### config.mk
export PLATFORM = sky130hd
export DESIGN_NAME = lp_arbiter
export DESIGN_NICKNAME = d
export VERILOG_FILES = /design/src/rtl/lp_arbiter.sv
export SDC_FILE = /design/constraint.sdc
export NUM_CORES = 1
export LEC_CHECK = 0
export ABC_AREA = 1
export ABC_CLOCK_PERIOD_IN_PS = 12400
export BUFFER_PORTS_ARGS = -buffer_cell sky130_fd_sc_hd__buf_2
export CAP_MARGIN = 15
export CORE_MARGIN = 3
export CORE_UTILIZATION = 45
export CTS_BUF_LIST = sky130_fd_sc_hd__clkbuf_4
export CTS_CLUSTER_SIZE = 25
export DETAILED_ROUTE_END_ITERATION = 6
export SYNTH_ARGS = -nofsm -noshare
export SYNTH_HDL_FRONTEND = slang
export SYNTH_SLANG_ARGS = --single-unit
### constraint.sdc
create_clock -name clk -period 12.4 [get_ports clk]
set_clock_uncertainty 0.05 [all_clocks]
set_input_delay 2.48 -clock clk [delete_from_list [all_inputs] [get_ports clk]]
set_output_delay 2.48 -clock clk [all_outputs]
set_load 0.03 [all_outputs]
### src/rtl/lp_arbiter.sv
// Round-robin front end for a shared 2-variable LP engine: collects one problem
// from the granted requester, replays it as a gap-free burst, returns the result.
module lp_arbiter #(
  parameter int BEATS   = 7,
  parameter int TIMEOUT = 2**24
) (
  input  logic               clk,
  input  logic               rst_n,
  input  logic [1:0]         req,
  output logic [1:0]         gnt,
  input  logic [1:0]         src_valid,
  input  logic [11:0]        src_a1,
  input  logic [11:0]        src_a2,
  input  logic [23:0]        src_b,
  output logic               eng_in_valid,
  output logic signed [5:0]  eng_a1,
  output logic signed [5:0]  eng_a2,
  output logic signed [11:0] eng_b,
  input  logic               eng_out_valid,
  input  logic signed [11:0] eng_out_max_value,
  output logic [1:0]         res_valid,
  output logic signed [11:0] res_value,
  output logic               res_err
);

  localparam int          CW       = $clog2(BEATS + 1);
  localparam logic [23:0] WD_LIMIT = 24'(TIMEOUT - 1);

  typedef enum logic [2:0] {
    S_IDLE    = 3'd0,
    S_COLLECT = 3'd1,
    S_REPLAY  = 3'd2,
    S_WAIT    = 3'd3,
    S_RESP    = 3'd4,
    S_DRAIN   = 3'd5
  } state_t;

  state_t        state_r, state_s;
  logic [CW-1:0] beat_cnt_r, beat_cnt_s;
  logic [23:0]   wdog_r, wdog_s;
  logic          last_r, last_s;
  logic          owner_r, owner_s;
  logic          err_r, err_s;

  logic [1:0]  gnt_r, gnt_s;
  logic        eiv_r, eiv_s;
  logic [5:0]  ea1_r, ea1_s, ea2_r, ea2_s;
  logic [11:0] eb_r, eb_s;
  logic [1:0]  rv_r, rv_s;
  logic [11:0] rval_r, rval_s;
  logic        rerr_r, rerr_s;

  logic [5:0]  buf_a1_r [BEATS];
  logic [5:0]  buf_a2_r [BEATS];
  logic [11:0] buf_b_r  [BEATS];

  logic        cap_s;
  logic [5:0]  in_a1_s, in_a2_s;
  logic [11:0] in_b_s;

  function automatic logic [1:0] onehot(input logic sel);
    return sel ? 2'b10 : 2'b01;
  endfunction

  // Beat capture qualifier and lane select for the current owner
  always_comb begin
    cap_s   = (state_r == S_COLLECT) && src_valid[owner_r];
    in_a1_s = owner_r ? src_a1[11:6]  : src_a1[5:0];
    in_a2_s = owner_r ? src_a2[11:6]  : src_a2[5:0];
    in_b_s  = owner_r ? src_b[23:12]  : src_b[11:0];
  end

  // Problem buffer; contents are meaningless after reset, so it is not cleared
  always_ff @(posedge clk) begin
    if (cap_s) begin
      buf_a1_r[beat_cnt_r] <= in_a1_s;
      buf_a2_r[beat_cnt_r] <= in_a2_s;
      buf_b_r[beat_cnt_r]  <= in_b_s;
    end
  end

  // Next-state and next-output logic; outputs are computed one cycle ahead
  always_comb begin
    state_s    = state_r;
    beat_cnt_s = beat_cnt_r;
    wdog_s     = wdog_r;
    last_s     = last_r;
    owner_s    = owner_r;
    err_s      = err_r;
    gnt_s      = 2'b00;
    eiv_s      = 1'b0;
    ea1_s      = 6'd0;
    ea2_s      = 6'd0;
    eb_s       = 12'd0;
    rv_s       = 2'b00;
    rval_s     = 12'd0;
    rerr_s     = 1'b0;
    case (state_r)
      S_IDLE: begin
        if (req != 2'b00) begin
          // On a tie the pointer names the last served side, so pick the other
          owner_s    = (req == 2'b11) ? ~last_r : req[1];
          gnt_s      = onehot(owner_s);
          beat_cnt_s = '0;
          state_s    = S_COLLECT;
        end else begin
          state_s = S_IDLE;
        end
      end
      S_COLLECT: begin
        if (cap_s && (beat_cnt_r == CW'(BEATS - 1))) begin
          state_s    = S_REPLAY;
          beat_cnt_s = CW'(1);
          eiv_s      = 1'b1;
          ea1_s      = buf_a1_r[0];
          ea2_s      = buf_a2_r[0];
          eb_s       = buf_b_r[0];
        end else if (cap_s) begin
          beat_cnt_s = beat_cnt_r + CW'(1);
          gnt_s      = onehot(owner_r);
        end else begin
          gnt_s = onehot(owner_r);
        end
      end
      S_REPLAY: begin
        if (beat_cnt_r == CW'(BEATS)) begin
          state_s    = S_WAIT;
          beat_cnt_s = '0;
          wdog_s     = 24'd0;
        end else begin
          eiv_s      = 1'b1;
          ea1_s      = buf_a1_r[beat_cnt_r];
          ea2_s      = buf_a2_r[beat_cnt_r];
          eb_s       = buf_b_r[beat_cnt_r];
          beat_cnt_s = beat_cnt_r + CW'(1);
        end
      end
      S_WAIT: begin
        if (eng_out_valid) begin
          err_s   = 1'b0;
          rv_s    = onehot(owner_r);
          rval_s  = eng_out_max_value;
          rerr_s  = 1'b0;
          state_s = S_RESP;
        end else if (wdog_r == WD_LIMIT) begin
          err_s   = 1'b1;
          rv_s    = onehot(owner_r);
          rval_s  = 12'd0;
          rerr_s  = 1'b1;
          state_s = S_RESP;
        end else begin
          wdog_s = wdog_r + 24'd1;
        end
      end
      S_RESP: begin
        last_s  = owner_r;
        state_s = err_r ? S_DRAIN : S_IDLE;
      end
      S_DRAIN: begin
        if (eng_out_valid) begin
          state_s = S_IDLE;
        end else begin
          state_s = S_DRAIN;
        end
      end
      default: begin
        state_s = S_IDLE;
      end
    endcase
  end

  // State and registered outputs with synchronous active-low reset
  always_ff @(posedge clk) begin
    if (!rst_n) begin
      state_r    <= S_IDLE;
      beat_cnt_r <= '0;
      wdog_r     <= 24'd0;
      last_r     <= 1'b1;
      owner_r    <= 1'b0;
      err_r      <= 1'b0;
      gnt_r      <= 2'b00;
      eiv_r      <= 1'b0;
      ea1_r      <= 6'd0;
      ea2_r      <= 6'd0;
      eb_r       <= 12'd0;
      rv_r       <= 2'b00;
      rval_r     <= 12'd0;
      rerr_r     <= 1'b0;
    end else begin
      state_r    <= state_s;
      beat_cnt_r <= beat_cnt_s;
      wdog_r     <= wdog_s;
      last_r     <= last_s;
      owner_r    <= owner_s;
      err_r      <= err_s;
      gnt_r      <= gnt_s;
      eiv_r      <= eiv_s;
      ea1_r      <= ea1_s;
      ea2_r      <= ea2_s;
      eb_r       <= eb_s;
      rv_r       <= rv_s;
      rval_r     <= rval_s;
      rerr_r     <= rerr_s;
    end
  end

  assign gnt          = gnt_r;
  assign eng_in_valid = eiv_r;
  assign eng_a1       = ea1_r;
  assign eng_a2       = ea2_r;
  assign eng_b        = eb_r;
  assign res_valid    = rv_r;
  assign res_value    = rval_r;
  assign res_err      = rerr_r;

endmodule
==> results.yml, run 1 <==
sta:
  setup_violations: 0
  fin_crit_sh: 0.330
  postLayoutSetupSlackWorst_ns: 8.31
  period_minus_slack_ns: 4.09
  finalSetupTns_ns: 0
  rsz0062_at_grt: "no"
  max_slew_margin: 0.259
  slew_violations: 0
  tightest_slew_ns: 1.11
  max_freq_mhz: 244
  hold_viol: 0
floorplanning:
  die_w_um: 158
  std_cell_rows: 54
  core_area_um2: 22200
  boundaryPins: 109
  dieArea_um2: 25000
  die_y_um: 158
  start_util: 0.468
layout:
  n_fill_cell: 2020
  final_layout_size_suffix_gt1_frac: 0.206
  syn_to_final_growth_pct: 17.1
  layout.nets: 1312
logic_synthesis:
  synthFlopType: "edfxtp_1"
  synth_nets: 1168
  syn_area_um2: 10400
  yosys_warnings: 0
  yosysSeqAreaShare: 0.636
  ys_ff_latch: 246
  synthCells: 1097
  synth-edff-count: 168
  avgSynthCellArea_um2: 9.47
  netlist-cell-type-count: 34
  async_flop_share: 0
clock_network:
  cts_resized: 0
  insertion_delay_ns: 0.65
  clk_pin_slew_ns: 0.06
  clock_path_buffers: 3
  post_cts_buffers: 0
  htree_levels: 3
  cts_tree: "built"
  cts_num_sinks: 246
  cts_buffers: 67
  root_buffer: "clkbuf_4"
  postCtsHoldBufs: 0
detailed_routing:
  vias: 8092
  routedWlPerCell_um: 16.2
  antenna_left: 0
  dr.pass1.iters: 5
  via_per_inst: 5.14
  drt-initial-drc-count: 547
  drc: 0
  routed_wl_mm: 25.6
pwr:
  leakage_nw: 5.08
  powerDensity_nw_per_um2: 185
  ir_drop_mv: 0.0744
setup_path:
  cp.arrival_ns: 4.59
  cp.required_ns: 12.90
  end_kind: "register"
  cp_max_fo: 45
  start_kind: "input port"
  crit_type: "in -> reg"
placement:
  place.gp.congestion: 0.822
  hpwlAfterDp_mm: 14.7
  numPortBuffers: 108
  place_ws_ns: 7.64
global_route:
  grt_max_degree: 74
  antenna_found_initial: 1
  grt_usage: 0.210
  grt_pass1_wl_mm: 40.5
  overflow: 0
  grt_pass1_vias: 7803
status:
  status: "complete, no violations"
hold_path:
  hp-class: "reg -> reg"
flow_run:
  cap_violations: 0
==> area by class of cell <==
cell class              count  area, µm²  area share
repair buffers            124        661      0.0543
clock inverters            10        116     0.00956
well taps                 280        350      0.0288
inverters                  83        312      0.0256
clock buffers             111        833      0.0684
flip-flops and latches    246       6610       0.543
multi-input cells         719       3290       0.270
diodes                      1       2.50    0.000206
==> cell usage after synthesis (3+ instances only) <==
| cell | n | share of area |
|---|---|---|
| a21oi_1 | 43 | 0.021 |
| buf_1 | 4 | 0.0014 |
| buf_2 | 6 | 0.0029 |
| buf_4 | 4 | 0.0029 |
| clkbuf_1 | 33 | 0.012 |
| dfxtp_1 | 78 | 0.15 |
| edfxtp_1 | 168 | 0.49 |
| ha_1 | 4 | 0.0048 |
| inv_1 | 76 | 0.027 |
| inv_2 | 6 | 0.0022 |
| nand2_1 | 335 | 0.12 |
| nand2_2 | 3 | 0.0018 |
| nand3_1 | 67 | 0.032 |
| nand3b_1 | 4 | 0.0029 |
| nand4_1 | 10 | 0.0060 |
| nor2_1 | 118 | 0.043 |
| nor3_1 | 11 | 0.0053 |
| o211ai_1 | 24 | 0.017 |
| o21ai_0 | 57 | 0.027 |
| o22ai_1 | 25 | 0.015 |
==> critical path, cell delays in order <==
cell and delay, ns:
buf_2 0.16, inv_2 0.36, nor2_1 0.87, nand2_1 0.50
nor2_1 0.21
==> cells by family (layout without fill, tap and decap cells) <==
kind of cell / after synthesis / count (layout) / synth area share
AO/OA/AOI/OAI: 154 / 154 / 0.0837
XOR/XNOR: 2 / 2 / 0.00169
adder cells (fa/ha/maj): 4 / 4 / 0.00482
buffers and inverters: 132 / 328 / 0.0513
flip-flops: 246 / 246 / 0.636
other: 0 / 1 / 0
AND/OR/NAND/NOR: 559 / 559 / 0.223
==> sequential cells by signal, summed over array words and instances (netlist names), named ones only <==
signal        cells
buf_a1_r         42
last_r            1
eng_a2            6
eng_a1            6
res_err           1
eng_in_valid      1
buf_b_r          84
state_r           3
gnt               2
eng_b            12
res_value        12
owner_r           1
wdog_r           24
beat_cnt_r        3
res_valid         2
buf_a2_r         42
err_r             1
==> metal layers <==
layer | vias to the layer above | GRT usage | wire length (µm)
met2 | 280 | 0.350 | 12300
met1 | 3742 | 0.268 | 11000
met4 | 0 | 0.0791 | 543
li1 | 4019 | - | -
met5 | - | 0 | 0
met3 | 51 | 0.0484 | 1660
==> where the power goes <==
part | switching [W] | internal (W) | leakage, nW
clock | 0.000320 | 0.000464 | 0.569
combinational | 0.000352 | 0.000131 | 2.37
sequential | 0.0000283 | 0.000958 | 2.15
==> cell usage in the layout (no fill, tap or decap), types with 2 or more instances in the layout <==
| cell | count |
|---|---|
| clkbuf_4 | 111 |
| inv_2 | 8 |
| nand3_1 | 67 |
| nand4_1 | 10 |
| nand2_2 | 3 |
| o21ai_1 | 2 |
| nor2_1 | 117 |
| nand3b_1 | 4 |
| inv_1 | 76 |
| edfxtp_1 | 168 |
| buf_4 | 16 |
| ha_1 | 4 |
| nor3_2 | 6 |
| o21ai_0 | 57 |
| nor3_1 | 5 |
| nand2_4 | 2 |
| o211ai_1 | 24 |
| bufinv_16 | 3 |
| buf_2 | 108 |
| a21oi_1 | 43 |
| clkinv_1 | 6 |
| xor2_1 | 2 |
| nand2_1 | 335 |
| o22ai_1 | 25 |
| nor2_4 | 2 |
| dfxtp_1 | 77 |
| nor2_2 | 3 |
==> stage by stage <==
step           power (W)   util  instance area, µm²  hold WS [ns]  cells
2_1_floorplan    0.00134      -               10400         0.392   1097
3_3_place_gp     0.00148  0.505               11200         0.428   1452
3_5_place_dp     0.00149  0.505               11200         0.420   1452
4_1_cts          0.00228  0.548               12200         0.433   1573
5_1_grt          0.00239  0.548               12200         0.477   1574
6_report         0.00225  0.548               12200         0.429   1574
==> path summary, 6_finish.rpt <==
check	startpoint	to	slack, ns	cells after the start
worst max-delay path	rst_n	res_value[2]	8.31	5
worst min-delay path	err_r	err_r	0.43	2
worst max register to register	owner_r	buf_b_r[4][2]	9.46	6
worst min register to register	err_r	err_r	0.43	2
(Power assumes the default switching activity.)
==> run 2: changes to the inputs <==
Settings changed: ABC_CLOCK_PERIOD_IN_PS 12400 to 3600, PLACE_DENSITY from default to 0.66.
Clock period 12.4 ns to 3.6 ns, I/O delays scaled along.
==> run 2 against run 1 <==
Die area stayed put. Critical path type is now reg -> reg. Wire length is 3.7% lower. Cell count is 0.38% higher. Largest cell class unchanged. Critical endpoint is now buf_b_r[1][7].
==> results.yml, run 2 (synthesized netlist as in run 1, its figures left out) <==
setup_path:
  crit_type: "reg -> reg"
  cpPeakStageDelay_ns: 0.67
  path_cells: "nand2_1 -> nand2_1 -> nand2_1 -> nor3_2 -> buf_12"
  worstPathBufferInverterCount: 1
  end_kind: "register"
  start_kind: "register"
  cp.arrival_ns: 2.82
  cp.required_ns: 3.88
  cpMostUsedCell: "nand2_1"
  crit_family: "simple AND/OR/NAND/NOR gates"
  crit_slowest_cell: "dfxtp_1"
  cp_max_fo: 18
global_route:
  antenna_found_initial: 1
  overflow: 0
  grt_pass1_wl_mm: 38.9
  grt_pass1_vias: 7777
  grt_max_degree: 73
  grt_usage: 0.199
pwr:
  powerDensity_nw_per_um2: 615
  p_seq_frac: 0.458
  ir_drop_mv: 0.268
  finalPower_w: 0.00748
  switchingPower_w: 0.00239
  netSwitchingFraction: 0.320
  p_int_w: 0.00509
  power_frac_comb: 0.218
  clkPwrFrac: 0.324
  leakage_nw: 5.06
detailed_routing:
  antenna_left: 0
  routedLengthMet1_mm: 10.3
  via_per_inst: 5.11
  dr.pass1.iters: 4
  dr_wl_met2_mm: 12.2
  top_layer_used: "met4"
  routed_wl_mm: 24.6
  vias: 8079
  wl_met3_mm: 1.64
  routedWlPerCell_um: 15.6
  drt-initial-drc-count: 496
  drc: 0
sta:
  setup_violations: 0
  fin_crit_sh: 0.706
  max_slew_margin: 0.298
  period_minus_slack_ns: 2.54
  rsz0062_at_grt: "no"
  max_freq_mhz: 394
  finalSetupTns_ns: 0
  slew_violations: 0
  tightest_slew_ns: 1.05
  hold_viol: 0
clock_network:
  clock_path_buffers: 3
  post_cts_buffers: 0
  postCtsHoldBufs: 0
  root_buffer: "clkbuf_4"
  cts_num_sinks: 246
  htree_levels: 3
  cts_tree: "built"
  insertion_delay_ns: 0.65
  clk_pin_slew_ns: 0.07
  cts_resized: 0
  cts_buffers: 66
floorplanning:
  die_y_um: 158
  die_w_um: 158
  boundaryPins: 109
  core_area_um2: 22200
  std_cell_rows: 54
  start_util: 0.468
  dieArea_um2: 25000
layout:
  final_layout_size_suffix_gt1_frac: 0.201
  reg_top3: "buf_b_r x84, buf_a1_r x42, buf_a2_r x42"
  final_common_cell: "nand2_1"
  mostFrequentLayoutCells: "335 x nand2_1, 168 x edfxtp_1, 117 x nor2_1, 108 x buf_2, 98 x clkbuf_4"
  layout.nets: 1318
  largest_reg_flops: 84
  syn_to_final_growth_pct: 17.0
  regMostFlops: "buf_b_r"
hold_path:
  hp-class: "in -> reg"
status:
  status: "complete, no violations"
placement:
  hpwlAfterDp_mm: 14.7
  numPortBuffers: 108
  place.gp.congestion: 0.900
flow_run:
  cap_violations: 0
==> run 2: cell count changes in the layout (fill, tap and decap cells not counted), sizes merged <==
cell	previous run	this run
inv	84	83
clkbuf	111	98
clkinvlp	0	2
bufinv	3	1
buf	124	131
clkinv	6	19
==> run 2: final cells by class <==
cell class	count	area (µm²)
Antenna cell	1	2.50
Tap cell	280	350
Clock buffer	98	736
Fill cell	1975	10100
Inverter	83	312
Sequential cell	246	6610
Multi-Input combinational cell	719	3300
Clock inverter	22	118
Timing Repair Buffer	131	738
==> run 2: routing by layer <==
| metal | GRT usage | up-vias |
|---|---|---|
| met1 | 0.241 | 3740 |
| met4 | 0.0741 | 0 |
| met5 | 0 | - |
| li1 | - | 4032 |
| met3 | 0.0457 | 38 |
| met2 | 0.349 | 269 |
==> run 2: per-stage QoR <==
step	std cells	util	hold slack, ns	instance area (µm²)	setup WS [ns]
2_1_floorplan	1097	-	0.392	10400	0.402
3_3_place_gp	1459	0.509	0.408	11300	1.08
3_5_place_dp	1459	0.509	0.412	11300	1.01
4_1_cts	1579	0.547	0.188	12200	1.03
5_1_grt	1580	0.547	0.205	12200	0.928
6_report	1580	0.547	0.258	12200	1.06
==> run 2: final timing paths <==
kind                        startpoint       endpoint  slack, ns  depth (start not counted)
hold / removal    eng_out_max_value[0]   res_value[0]       0.26                          3
setup reg to reg               owner_r  buf_b_r[1][7]       1.06                          5
setup / recovery               owner_r  buf_b_r[1][7]       1.06                          5
hold reg to reg                  err_r          err_r       0.42                          2
==> run 2: power by group through the flow <==
stage	Combinational, W	Sequential [W]	Clock (W)
4_1_cts	0.00164	0.00343	0.00251
3_3_place_gp	0.00162	0.00348	0
6_report	0.00163	0.00343	0.00242
3_5_place_dp	0.00163	0.00349	0
5_1_grt	0.00183	0.00345	0.00267
2_1_floorplan	0.00105	0.00355	0
==> run 2: tightest hold or removal path, cell delays in order <==
cell,delay [ns]
buf_2,0.09
inv_1,0.04
nor2_1,0.03
